File: src/rtl/vga_timing_pkg.sv
// Shared raster timing constants, colour types and RGB332 expansion helpers
// for the 640x480@60 pixel scanner.
package vga_timing_pkg;

    localparam int H_ACTIVE_DEF = 640;
    localparam int H_FP_DEF     = 16;
    localparam int H_SYNC_DEF   = 96;
    localparam int H_BP_DEF     = 48;
    localparam int V_ACTIVE_DEF = 480;
    localparam int V_FP_DEF     = 10;
    localparam int V_SYNC_DEF   = 2;
    localparam int V_BP_DEF     = 33;

    localparam int H_TOTAL_DEF = H_ACTIVE_DEF + H_FP_DEF + H_SYNC_DEF + H_BP_DEF;
    localparam int V_TOTAL_DEF = V_ACTIVE_DEF + V_FP_DEF + V_SYNC_DEF + V_BP_DEF;

    localparam int COORD_W = 11;

    // Renderer colour word as delivered on pixelRGB.
    typedef struct packed {
        logic [2:0] r;
        logic [2:0] g;
        logic [1:0] b;
    } rgb332_t;

    // Per-coordinate control bits that travel alongside the renderer latency.
    typedef struct packed {
        logic active;
        logic hs;
        logic vs;
    } raster_ctl_t;

    // 3-bit channel to 8 bits by bit replication so full scale maps to 8'hFF.
    function automatic logic [7:0] expand3(input logic [2:0] c);
        return {c, c, c[2:1]};
    endfunction

    // 2-bit channel to 8 bits by bit replication.
    function automatic logic [7:0] expand2(input logic [1:0] c);
        return {c, c, c, c};
    endfunction

endpackage

File: src/rtl/vga_delay_line.sv
// Fixed-depth shift register with a parameterised reset value; used to hold
// decoded raster control bits until the renderer colour for the same
// coordinate arrives.
module vga_delay_line #(
    parameter int               WIDTH     = 3,
    parameter int               DEPTH     = 1,
    parameter logic [WIDTH-1:0] RESET_VAL = '0
) (
    input  logic             clk,
    input  logic             reset,
    input  logic [WIDTH-1:0] data_i,
    output logic [WIDTH-1:0] data_o
);

    logic [WIDTH-1:0] stage_q [DEPTH];

    // Shift one stage per clock; every stage returns to RESET_VAL on reset.
    // NOTE: this is a handful of flops, not a RAM, so resetting every stage is
    // cheap and guarantees blank/inactive sync while the pipe refills.
    always_ff @(posedge clk or posedge reset) begin
        if (reset) begin
            for (int i = 0; i < DEPTH; i++) begin
                stage_q[i] <= RESET_VAL;
            end
        end else begin
            // NOTE: non-blocking assignment makes every stage sample the old
            // value of its predecessor, giving a true shift rather than a
            // single-cycle ripple-through.
            stage_q[0] <= data_i;
            for (int i = 1; i < DEPTH; i++) begin
                stage_q[i] <= stage_q[i-1];
            end
        end
    end

    assign data_o = stage_q[DEPTH-1];

endmodule

File: src/rtl/vga_pixel_scanner.sv
// Raster timing master: issues pixel coordinates to the renderers, lines up
// their registered RGB332 result with delayed blank/sync, and drives the VGA
// outputs through a final output register.
module vga_pixel_scanner
    import vga_timing_pkg::*;
#(
    parameter int   H_ACTIVE   = H_ACTIVE_DEF,
    parameter int   H_FP       = H_FP_DEF,
    parameter int   H_SYNC     = H_SYNC_DEF,
    parameter int   H_BP       = H_BP_DEF,
    parameter int   V_ACTIVE   = V_ACTIVE_DEF,
    parameter int   V_FP       = V_FP_DEF,
    parameter int   V_SYNC     = V_SYNC_DEF,
    parameter int   V_BP       = V_BP_DEF,
    parameter int   RENDER_LAT = 1,
    parameter logic SYNC_POL   = 1'b0
) (
    input  logic               clk,
    input  logic               reset,
    output logic [COORD_W-1:0] pixelX,
    output logic [COORD_W-1:0] pixelY,
    input  logic [7:0]         pixelRGB,
    output logic               startOfFrame,
    output logic [7:0]         vgaR,
    output logic [7:0]         vgaG,
    output logic [7:0]         vgaB,
    output logic               vgaHS,
    output logic               vgaVS,
    output logic               vgaBlank
);

    localparam logic [COORD_W-1:0] H_LAST    = COORD_W'(H_ACTIVE + H_FP + H_SYNC + H_BP - 1);
    localparam logic [COORD_W-1:0] V_LAST    = COORD_W'(V_ACTIVE + V_FP + V_SYNC + V_BP - 1);
    localparam logic [COORD_W-1:0] H_VIS     = COORD_W'(H_ACTIVE);
    localparam logic [COORD_W-1:0] V_VIS     = COORD_W'(V_ACTIVE);
    localparam logic [COORD_W-1:0] HS_START  = COORD_W'(H_ACTIVE + H_FP);
    localparam logic [COORD_W-1:0] HS_END    = COORD_W'(H_ACTIVE + H_FP + H_SYNC);
    localparam logic [COORD_W-1:0] VS_START  = COORD_W'(V_ACTIVE + V_FP);
    localparam logic [COORD_W-1:0] VS_END    = COORD_W'(V_ACTIVE + V_FP + V_SYNC);

    logic [COORD_W-1:0] x_q, x_d;
    logic [COORD_W-1:0] y_q, y_d;
    logic               sof_q, sof_d;
    // Low only between reset release and the first edge, which presents (0,0).
    logic               run_q;

    raster_ctl_t ctl_issue, ctl_late;
    rgb332_t     rgb;

    logic [7:0] vga_r_q, vga_g_q, vga_b_q;
    logic       vga_hs_q, vga_vs_q, vga_blank_q;

    // Next raster position; the first edge after reset only announces (0,0).
    // NOTE: every output gets a default before any branch so no path can
    // leave it unassigned and infer a latch.
    always_comb begin
        x_d   = x_q;
        y_d   = y_q;
        sof_d = 1'b0;
        if (!run_q) begin
            x_d   = '0;
            y_d   = '0;
            sof_d = 1'b1;
        end else begin
            if (x_q == H_LAST) begin
                x_d = '0;
                y_d = (y_q == V_LAST) ? '0 : y_q + COORD_W'(1);
            end else begin
                x_d = x_q + COORD_W'(1);
            end
            sof_d = (x_d == '0) && (y_d == '0);
        end
    end

    // Raster counters and start-of-frame flag.
    always_ff @(posedge clk or posedge reset) begin
        if (reset) begin
            x_q   <= '0;
            y_q   <= '0;
            sof_q <= 1'b0;
            run_q <= 1'b0;
        end else begin
            x_q   <= x_d;
            y_q   <= y_d;
            sof_q <= sof_d;
            run_q <= 1'b1;
        end
    end

    // Decode the coordinate currently issued; nothing is issued before run_q.
    always_comb begin
        ctl_issue.active = run_q && (x_q < H_VIS) && (y_q < V_VIS);
        ctl_issue.hs     = run_q && (x_q >= HS_START) && (x_q < HS_END);
        ctl_issue.vs     = run_q && (y_q >= VS_START) && (y_q < VS_END);
    end

    vga_delay_line #(
        .WIDTH     ($bits(raster_ctl_t)),
        .DEPTH     (RENDER_LAT),
        .RESET_VAL ('0)
    ) u_ctl_delay (
        .clk    (clk),
        .reset  (reset),
        .data_i (ctl_issue),
        .data_o (ctl_late)
    );

    assign rgb = rgb332_t'(pixelRGB);

    // Output register: expand colour, gate it by delayed active, map sync levels.
    always_ff @(posedge clk or posedge reset) begin
        if (reset) begin
            vga_r_q     <= '0;
            vga_g_q     <= '0;
            vga_b_q     <= '0;
            vga_hs_q    <= ~SYNC_POL;
            vga_vs_q    <= ~SYNC_POL;
            vga_blank_q <= 1'b1;
        end else begin
            vga_r_q     <= ctl_late.active ? expand3(rgb.r) : 8'h00;
            vga_g_q     <= ctl_late.active ? expand3(rgb.g) : 8'h00;
            vga_b_q     <= ctl_late.active ? expand2(rgb.b) : 8'h00;
            vga_hs_q    <= ctl_late.hs ? SYNC_POL : ~SYNC_POL;
            vga_vs_q    <= ctl_late.vs ? SYNC_POL : ~SYNC_POL;
            vga_blank_q <= ~ctl_late.active;
        end
    end

    assign pixelX       = x_q;
    assign pixelY       = y_q;
    assign startOfFrame = sof_q;
    assign vgaR         = vga_r_q;
    assign vgaG         = vga_g_q;
    assign vgaB         = vga_b_q;
    assign vgaHS        = vga_hs_q;
    assign vgaVS        = vga_vs_q;
    assign vgaBlank     = vga_blank_q;

endmodule

File: config.mk
export PLATFORM = sky130hd
export DESIGN_NAME = vga_pixel_scanner
export DESIGN_NICKNAME = d
export VERILOG_FILES = /design/src/rtl/vga_timing_pkg.sv /design/src/rtl/vga_delay_line.sv /design/src/rtl/vga_pixel_scanner.sv
export SDC_FILE = /design/constraint.sdc
export NUM_CORES = 1
export LEC_CHECK = 0
export CAP_MARGIN = 40
export CORE_UTILIZATION = 48
export DETAILED_ROUTE_END_ITERATION = 10
export PLACE_DENSITY = 0.8
export RECOVER_POWER = 100
export SYNTH_ARGS = -nofsm -noshare
export SYNTH_HDL_FRONTEND = slang
export SYNTH_HIERARCHICAL = 1
export SYNTH_SLANG_ARGS = --single-unit
File: constraint.sdc
create_clock -name clk -period 3.7 [get_ports clk]
set_input_delay 0.74 -clock clk [delete_from_list [all_inputs] [get_ports clk]]
set_output_delay 0.74 -clock clk [all_outputs]
set_load 0.02 [all_outputs]
==> flow_metrics.env <==
export IMPL_ys_warnings_count=6
export IMPL_drc=0
export IMPL_hp_class="flop to flop"
export IMPL_syn2layout_area_growth_pct=28.31
export IMPL_drive_gt1_share_pct=5.243
export IMPL_synth_top_area_cell="dfrtp_1"
export IMPL_root_buffer="clkbuf_8"
export IMPL_powerDensity_nw_per_um2=348.3
export IMPL_worstMarginPinSlew_ns=1.236
export IMPL_drt_iter0_drc=113
export IMPL_clock_latency_ns=0.29
export IMPL_final_setup_viol_count=0
export IMPL_holdBufCountCts=0
export IMPL_peakVddDrop_mv=0.2530
export IMPL_globalRouteTotalUtil_pct=22.74
export IMPL_cts_num_sinks=38
export IMPL_yosysSeqAreaShare_pct=44.44
export IMPL_die_area_sq_um=4747
export IMPL_wl_microns=4725
export IMPL_cts_buffers=5
export IMPL_cts_buffer_depth=2
export IMPL_via_count=1777
export IMPL_internal_power_mw=0.7537
export IMPL_worst_clock_skew_ns=0.003853
export IMPL_async_reset_ff_share_pct=100.0
export IMPL_status="complete, no violations"
export IMPL_firstDrtPassIters=4
export IMPL_ant_nets=0
export IMPL_pwr_share_seq_pct=45.6
export IMPL_cp_data_arrival_time_ns=3.34
export IMPL_postLayoutSetupSlackWorst_ns=0.5725
export IMPL_wl_per_cell_microns=14.91
export IMPL_rsz0062_at_grt="false"
export IMPL_cp_max_fo=15
export IMPL_cts_tree="built"
export IMPL_p_leak_nw=1.194
export IMPL_cts_resized=0
export IMPL_io_pins=60
export IMPL_antenna_cells=0
export IMPL_die_h_microns=68.90
export IMPL_dp_slack_ns=0.9208
export IMPL_yosys_register_bits=38
export IMPL_period_needed_ns=3.128
export IMPL_relSlewSlack_pct=17.59
export IMPL_place_hpwl_microns=3417
export IMPL_die_w_microns=68.90
export IMPL_avgSynthCellArea_sq_um=9.422
export IMPL_cts_max_level=2
export IMPL_multi_input_area_sq_um=964.7
export IMPL_fillerInstances=372
export IMPL_cts_setup_buffers=0
export IMPL_synthCells=228
export IMPL_timing_setup_tns_ns=0
export IMPL_syn_area_sq_um=2148
export IMPL_path_class="flop to flop"
export IMPL_maxCapViolCount=0
export IMPL_gp_congestion=0.9317
export IMPL_core_sq_um=4144
export IMPL_p_sw_share_pct=21.49
export IMPL_power_mw=0.9600
export IMPL_clkTransAtPathRegs_ns=0.07
export IMPL_port_buffers=59
export IMPL_p_sw_mw=0.2063
export IMPL_first_global_vias=1625
export IMPL_antenna_found_initial=0
export IMPL_final_seq_area_sq_um=954.7
export IMPL_cp_start_kind="flop"
export IMPL_synth_edf_count=0
export IMPL_yosysTopAreaCellShare_pct=40.77
export IMPL_cp_required_ns=3.91
export IMPL_synthFlopType="dfrtp_1"
export IMPL_grt_start_max_net_pins=25
export IMPL_start_util_pct=51.84
export IMPL_slew_violations=0
export IMPL_regToRegSetupSlack_ns=0.57
export IMPL_grt_pass1_wl_microns=7700
export IMPL_power_frac_comb_pct=9.1
export IMPL_hold_violations=0
export IMPL_final_nets=279
export IMPL_synthTopCellsByArea="dfrtp_1, buf_4, and2_1"
export IMPL_via_per_inst=5.606
export IMPL_ys_types=47
export IMPL_endpoint_kind="flop"
export IMPL_clockPowerShare_pct=45.3
export IMPL_rows=23
export IMPL_synth_nets=241
export IMPL_gr_total_overflow=0
export IMPL_max_freq_mhz=319.7
export IMPL_period_share_pct=84.53
export IMPL_timing_hold_ws_ns=0.3562
==> Yosys cell counts, drive strengths merged (4+ instances only) <==
cell type,number
a21boi,4
buf,19
nor2,14
and4,4
dfrtp,35
o21ai,13
xor2,5
nand3,10
clkbuf,12
and2,13
xnor2,9
nor3,11
nand2,11
inv,8
nor2b,8
nand4,5
nor4,4
==> power groups by stage <==
stage / logic [mW] / registers (mW) / clock network (mW)
final: 0.0877 / 0.437 / 0.435
after global routing: 0.0960 / 0.439 / 0.459
after CTS: 0.0982 / 0.438 / 0.443
after detailed placement: 0.0974 / 0.446 / 0
after global placement: 0.0964 / 0.445 / 0
after floorplan: 0.0514 / 0.452 / 0
==> placed cells by master (no fill, tap or decap), drive strengths merged, types with 9 or more instances in the layout <==
cell and instances:
and2 13, clkbuf 9, dfrtp 35, dlygate4sd3 55, nand2 11, nand3 10, nor2 14, nor3 11
o21ai 13, xnor2 9
==> per-layer routing <==
layer / track usage, % / wire length [microns] / up-vias
li1: - / - / 860
met1: 29.68 / 2097 / 833
met2: 35.80 / 2162 / 77
met3: 6.579 / 413 / 7
met4: 8.163 / 52 / 0
met5: 0 / 0 / -
==> state kept, by name, summed over array words and instances (netlist names) <==
name and flops:
vgaG 3, pixelX 11, startOfFrame 1, vgaB 2, run_q 1, pixelY 11
vgaBlank 1, vgaVS 1, u_ctl_delay/data_o 3, vgaHS 1, vgaR 3
==> cells by family after synthesis <==
| kind of cell | synth area share, % |
|---|---|
| muxes | 0.9319 |
| DFF | 44.44 |
| AOI/OAI and AO/OA | 10.77 |
| buffers and inverters | 10.08 |
| adders and majority gates | 1.747 |
| and+or+nand+nor | 26.15 |
| xor gates and xnor gates | 5.708 |
| other | 0.1746 |
==> layout make-up <==
type / count / area share [%]
multi-input cells: 151 / 35.00
clock inverters: 2 / 2.179
well taps: 50 / 2.270
clock buffers: 6 / 2.996
flip-flops and latches: 38 / 34.63
inverters: 8 / 1.089
repair buffers: 62 / 21.83
==> per-stage QoR <==
step           cell area (sq um)  utilization, %  instances
6_report                    2756           66.52        317
5_1_grt                     2756           66.52        317
4_1_cts                     2780           67.09        317
3_5_place_dp                2638           63.65        309
3_3_place_gp                2638           63.65        309
2_1_floorplan               2148               -        228
==> worst max-delay path, cell delays in order (launching register included) <==
cell       delay [ns]
dfrtp_1          0.48
or4b_1           0.62
or4_1            0.49
clkbuf_1         0.28
or2_0            0.35
a2111oi_0        0.47
nand4_1          0.16
o31ai_2          0.19
==> final timing paths <==
path,to,startpoint,cells past startpoint
setup / recovery,startOfFrame,pixelX[5],7
hold / removal,vgaVS,u_ctl_delay/data_o[0],1
setup reg to reg,startOfFrame,pixelX[5],7
hold reg to reg,vgaVS,u_ctl_delay/data_o[0],1
max in group asynchronous,vgaB[6],reset,3
min in group asynchronous,u_ctl_delay/data_o[0],reset,2
Note: power is estimated with default switching activity, not from simulation.
